--- config.mk ---
export PLATFORM = sky130hd
export DESIGN_NAME = cu_cacheline_read_cmd_gen
export DESIGN_NICKNAME = d
export VERILOG_FILES = /design/src/rtl/cu_cacheline_read_cmd_gen.sv
export SDC_FILE = /design/constraint.sdc
export NUM_CORES = 1
export LEC_CHECK = 0
export CORE_MARGIN = 5
export CORE_UTILIZATION = 51
export DETAILED_ROUTE_END_ITERATION = 7
export PLACE_DENSITY = 0.83
export SETUP_SLACK_MARGIN = 0.4
export SLEW_MARGIN = 5
export SYNTH_ARGS = -nofsm -noshare
export SYNTH_HDL_FRONTEND = slang
export SYNTH_SLANG_ARGS = --single-unit
--- constraint.sdc ---
create_clock -name clock -period 6.35 [get_ports clock]
set_input_delay 1.905 -clock clock [delete_from_list [all_inputs] [get_ports clock]]
set_output_delay 1.905 -clock clock [all_outputs]
set_load 0.005 [all_outputs]
--- src/rtl/cu_cacheline_read_cmd_gen.sv ---
// One job (base + element count) becomes one 128B read command per touched cacheline, tagged with CU_ID.
// Accept at T -> first command at T+2; commands hold under cmd_ready_in low and stall when credits run out.
module cu_cacheline_read_cmd_gen #(
    parameter logic [7:0] CU_ID           = 8'hFC,
    parameter int         CACHELINE_SIZE  = 128,
    parameter int         ARRAY_SIZE      = 4,
    parameter int         MAX_OUTSTANDING = 8
) (
    input  logic        clock,
    input  logic        rstn,
    input  logic        enabled_in,
    input  logic        job_valid_in,
    input  logic [0:63] job_base_addr_in,
    input  logic [31:0] job_num_elem_in,
    output logic        job_ready_out,
    output logic        cmd_valid_out,
    input  logic        cmd_ready_in,
    output logic [63:0] cmd_address_out,
    output logic [7:0]  cmd_cu_id_out,
    output logic [31:0] cmd_cl_index_out,
    input  logic        rsp_done_in,
    output logic [7:0]  outstanding_out,
    output logic        done_out,
    output logic        error_out
);
    typedef enum logic [2:0] {IDLE, CALC, ISSUE, DRAIN, DONE} state_t;

    localparam int          CL_SHIFT = $clog2(CACHELINE_SIZE);
    localparam logic [63:0] CL_STEP  = 64'(CACHELINE_SIZE);
    localparam logic [63:0] CL_MASK  = ~(CL_STEP - 64'd1);
    localparam logic [7:0]  MAX_CRED = 8'(MAX_OUTSTANDING);

    state_t      state_q, state_d;
    logic [63:0] base_q, base_d;
    logic [63:0] addr_q, addr_d;
    logic [31:0] count_q, count_d;
    logic [31:0] index_q, index_d;
    logic [31:0] remaining_q, remaining_d;
    logic [7:0]  credits_q, credits_d;
    logic        error_q, error_d;

    logic        fire;
    logic        rsp_ok;
    logic [33:0] bytes;
    logic [63:0] first_cl;
    logic [63:0] last_cl;
    logic [63:0] span;

    assign cmd_valid_out    = (state_q == ISSUE) && (remaining_q != 32'd0) && (credits_q != 8'd0);
    assign fire             = cmd_valid_out && cmd_ready_in;
    assign rsp_ok           = rsp_done_in && (credits_q != MAX_CRED);
    assign job_ready_out    = (state_q == IDLE) && enabled_in && rstn;
    assign done_out         = (state_q == DONE);
    assign error_out        = error_q;
    assign cmd_address_out  = addr_q;
    assign cmd_cl_index_out = index_q;
    assign cmd_cu_id_out    = CU_ID;
    assign outstanding_out  = MAX_CRED - credits_q;

    // Widened multiply so large element counts never truncate the byte span.
    assign bytes    = 34'(count_q) * 34'(ARRAY_SIZE);
    assign first_cl = base_q & CL_MASK;
    assign last_cl  = (base_q + 64'(bytes) - 64'd1) & CL_MASK;
    assign span     = last_cl - first_cl;

    always_comb begin
        state_d     = state_q;
        base_d      = base_q;
        addr_d      = addr_q;
        count_d     = count_q;
        index_d     = index_q;
        remaining_d = remaining_q;
        // A response with nothing outstanding is flagged and does not overfill the pool.
        credits_d   = credits_q - {7'd0, fire} + {7'd0, rsp_ok};
        error_d     = error_q | (rsp_done_in && (credits_q == MAX_CRED));

        case (state_q)
            IDLE: begin
                if (job_ready_out && job_valid_in) begin
                    base_d  = job_base_addr_in;
                    count_d = job_num_elem_in;
                    state_d = CALC;
                end
            end
            CALC: begin
                addr_d  = first_cl;
                index_d = 32'd0;
                if (count_q == 32'd0) begin
                    remaining_d = 32'd0;
                    state_d     = DRAIN;
                end else begin
                    remaining_d = 32'(span >> CL_SHIFT) + 32'd1;
                    state_d     = ISSUE;
                end
            end
            ISSUE: begin
                if (fire) begin
                    addr_d      = addr_q + CL_STEP;
                    index_d     = index_q + 32'd1;
                    remaining_d = remaining_q - 32'd1;
                    if (remaining_q == 32'd1) begin
                        state_d = DRAIN;
                    end
                end
            end
            DRAIN: begin
                if (credits_q == MAX_CRED) begin
                    state_d = DONE;
                end
            end
            DONE: begin
                state_d = IDLE;
            end
            default: begin
                state_d = IDLE;
            end
        endcase
    end

    always_ff @(posedge clock) begin
        if (!rstn) begin
            state_q     <= IDLE;
            base_q      <= 64'd0;
            addr_q      <= 64'd0;
            count_q     <= 32'd0;
            index_q     <= 32'd0;
            remaining_q <= 32'd0;
            credits_q   <= MAX_CRED;
            error_q     <= 1'b0;
        end else begin
            state_q     <= state_d;
            base_q      <= base_d;
            addr_q      <= addr_d;
            count_q     <= count_d;
            index_q     <= index_d;
            remaining_q <= remaining_d;
            credits_q   <= credits_d;
            error_q     <= error_d;
        end
    end
endmodule

==> metrics.csv <==
metric,value,unit
overflow,0,
portBuffers,202,
cellPowerDensity,383,nW/um^2
num_antenna_cells,0,
synth_cells,2142,
hpwl,34400,um
max_freq,0.171,GHz
finalSetupViolations,0,
reg2reg_depth,27,
viasPerCell,6.00,
die_area,34600,sq um
arrival,6.35,ns
timing.final.hold_violations,0,
ant_nets,0,
grt_max_degree,94,
syn_area,15800,sq um
gr-usage-all-layers,0.260,
final_core_util,0.641,
fin_nets,2534,
leakage,7.66,nW
crit_top_cell,a21oi_2,
grt_antenna_before_repair,0,
htreeDepth,1,
numCtsBuffers,27,
run_status,"complete, no violations",
yosysMostFrequentCell,nand2_1,
worst_ir_drop_vdd,245,uV
clock_latency,0.56,ns
ys_top_cells_by_count,"nand2_1 (269), dfxtp_1 (229), nor2_1 (186), inv_1 (179), a21oi_1 (152)",
worstPathRequired,6.85,ns
synthArstFlopShare,0,
rsz0062_at_grt,yes,
drtIter0Drc,1546,
grt_first_pass_wirelength,75200,um
io_pins,218,
worstHoldPathCells,2,
drc,0,
worstSetupEndpointType,flip-flop,
final.setup.tns,0,ns
die_h,186,um
synth_top_area_cell,dfxtp_1,
ys_seq_area_frac,0.290,
syn2layout_area_growth,24.2,%
place_congestion,0.928,
slew_headroom,0.164,
synth.area.top_cells,"dfxtp_1 (29%), ha_1 (9.5%), nand2_1 (6.4%), a21oi_1 (4.8%), nor2_1 (4.4%)",
cp_max_fo,5,
cp-start-kind,flip-flop,
cpPeakStageDelay,0.59,ns
synth_edf_count,0,
root_buffer,clkbuf_16,
setup_ws,0.493,ns
cts_tree,yes,
core,30600,sq um
numClockSinks,229,
vias,16349,
worstSetupPathType,reg -> reg,
clk_path_buf_depth,3,
worst_path_max_delay_cell,or4_4,
ys.flop_type,dfxtp_1,
fin_crit,5.86,ns
fin_crit_sh,0.922,
ys_warn_count,0,
dr.pass1.iters,6,
clk_pin_slew,0.06,ns
holdCritPathClass,reg -> reg,
start_util,0.516,
die_w,186,um
finClkSkew,0.0276,ns
rows,64,
syn_avg_cell_area,7.37,sq um
grt_pass1_vias,15192,
slew_viol_final,0,
synth.distinct_cells,86,
post-place-ws,0.0246,ns
drive_gt1_frac,0.0902,
ys_ff_latch,229,
wl_per_cell,17.9,um
synth_top_area_frac,0.290,
max_slew.worst_pin.slew,1.25,ns
routed_wl,48700,um
drv_cap,0,
[registers in the layout, indices dropped and copies added, names as in the netlist]
name,flops
cmd_cl_index_out,32
base_q,64
error_out,1
credits_q,8
count_q,32
state_q,3
remaining_q,32
cmd_address_out,57
[per-stage QoR]
stage,total power [mW],instances,hold slack (ns),instance area (sq um)
after floorplan,4.40,2155,0.431,15800
after detailed placement,5.39,2653,0.444,18100
after CTS,7.09,2705,0.454,19100
after global placement,5.29,2653,0.439,18100
final,7.50,2724,0.450,19600
after global routing,7.98,2724,0.461,19600
[placed cells by master, fill, tap and decap left out, drive strengths merged, types with 11 or more instances in the layout]
cell / Yosys / layout
nand2: 269 / 269
dfxtp: 229 / 229
clkdlybuf4s50: 0 / 201
nor2: 186 / 186
inv: 179 / 181
a21oi: 152 / 152
o21ai: 141 / 141
ha: 120 / 120
nand3: 90 / 90
xnor2: 75 / 75
o31ai: 71 / 71
nor3: 59 / 59
buf: 30 / 53
xor2: 40 / 40
clkbuf: 98 / 36
nor4: 32 / 32
a21o: 26 / 26
and3: 26 / 26
nand4: 25 / 25
a31oi: 23 / 23
and2: 21 / 21
a211oi: 20 / 20
or3: 18 / 18
conb: 2 / 15
nor2b: 15 / 15
o22ai: 14 / 14
a22oi: 13 / 13
o21a: 11 / 11
or2: 11 / 11
o21bai: 11 / 11
[area by class of cell]
| class | instances | area (sq um) |
|---|---|---|
| well taps | 396 | 495 |
| clock inverters | 11 | 136 |
| repair buffers | 254 | 2420 |
| clock buffers | 36 | 749 |
| flip-flops and latches | 229 | 4590 |
| multi-input cells | 1618 | 10500 |
| inverters | 180 | 678 |
| fillers | 2529 | 11000 |
[worst max-delay path, delay by kind of cell (launching register included)]
kind,cells,cell delay [ns]
AOI/OAI and AO/OA,14,2.55
and+or+nand+nor,6,1.77
adders and majority gates,3,0.80
DFF,1,0.33
xor gates and xnor gates,2,0.26
buffers and inverters,2,0.09
[path summary, 6_finish.rpt]
| path | from | endpoint | slack (ns) |
|---|---|---|---|
| max | count_q[3] | remaining_q[31] | 0.49 |
| min | base_q[63] | base_q[63] | 0.45 |
| max reg2reg | count_q[3] | remaining_q[31] | 0.49 |
| min reg2reg | base_q[63] | base_q[63] | 0.45 |
[cells by family (layout without fill, tap and decap cells)]
kind of cell / after synthesis / in the layout / share of synthesized area
AO/OA/AOI/OAI: 567 / 567 / 0.229
multiplexers: 4 / 4 / 0.00262
XOR/XNOR: 115 / 115 / 0.0638
buffers and inverters: 308 / 481 / 0.0777
flip-flops: 229 / 229 / 0.290
other: 2 / 15 / 0.000476
adder cells (fa/ha/maj): 122 / 122 / 0.0977
AND/OR/NAND/NOR: 795 / 795 / 0.238
[layer usage]
layer	vias to the layer above	share of wire	track usage
met1	7681	0.43	0.351
li1	7857	-	-
met4	0	0.025	0.0717
met2	727	0.46	0.432
met5	-	0	0
met3	84	0.085	0.0412
[repair_timing]
| action | in CTS | in global routing |
|---|---|---|
| endpoints found under the setup margin | 16 | 18 |
| cloned | 0 | 0 |
| pin swaps | 14 | 54 |
| buffers inserted | 5 | 19 |
| hold buffers | 0 | 0 |
| gates resized for setup | 25 | 81 |
[power by group]
| part | leakage [nW] | internal [mW] | switching (mW) |
|---|---|---|---|
| registers | 1.86 | 1.54 | 0.0952 |
| logic | 5.36 | 1.88 | 2.41 |
| clock network | 0.438 | 0.944 | 0.634 |
| total | 7.66 | 4.37 | 3.14 |
No activity file was read; power rests on OpenSTA's default activity.
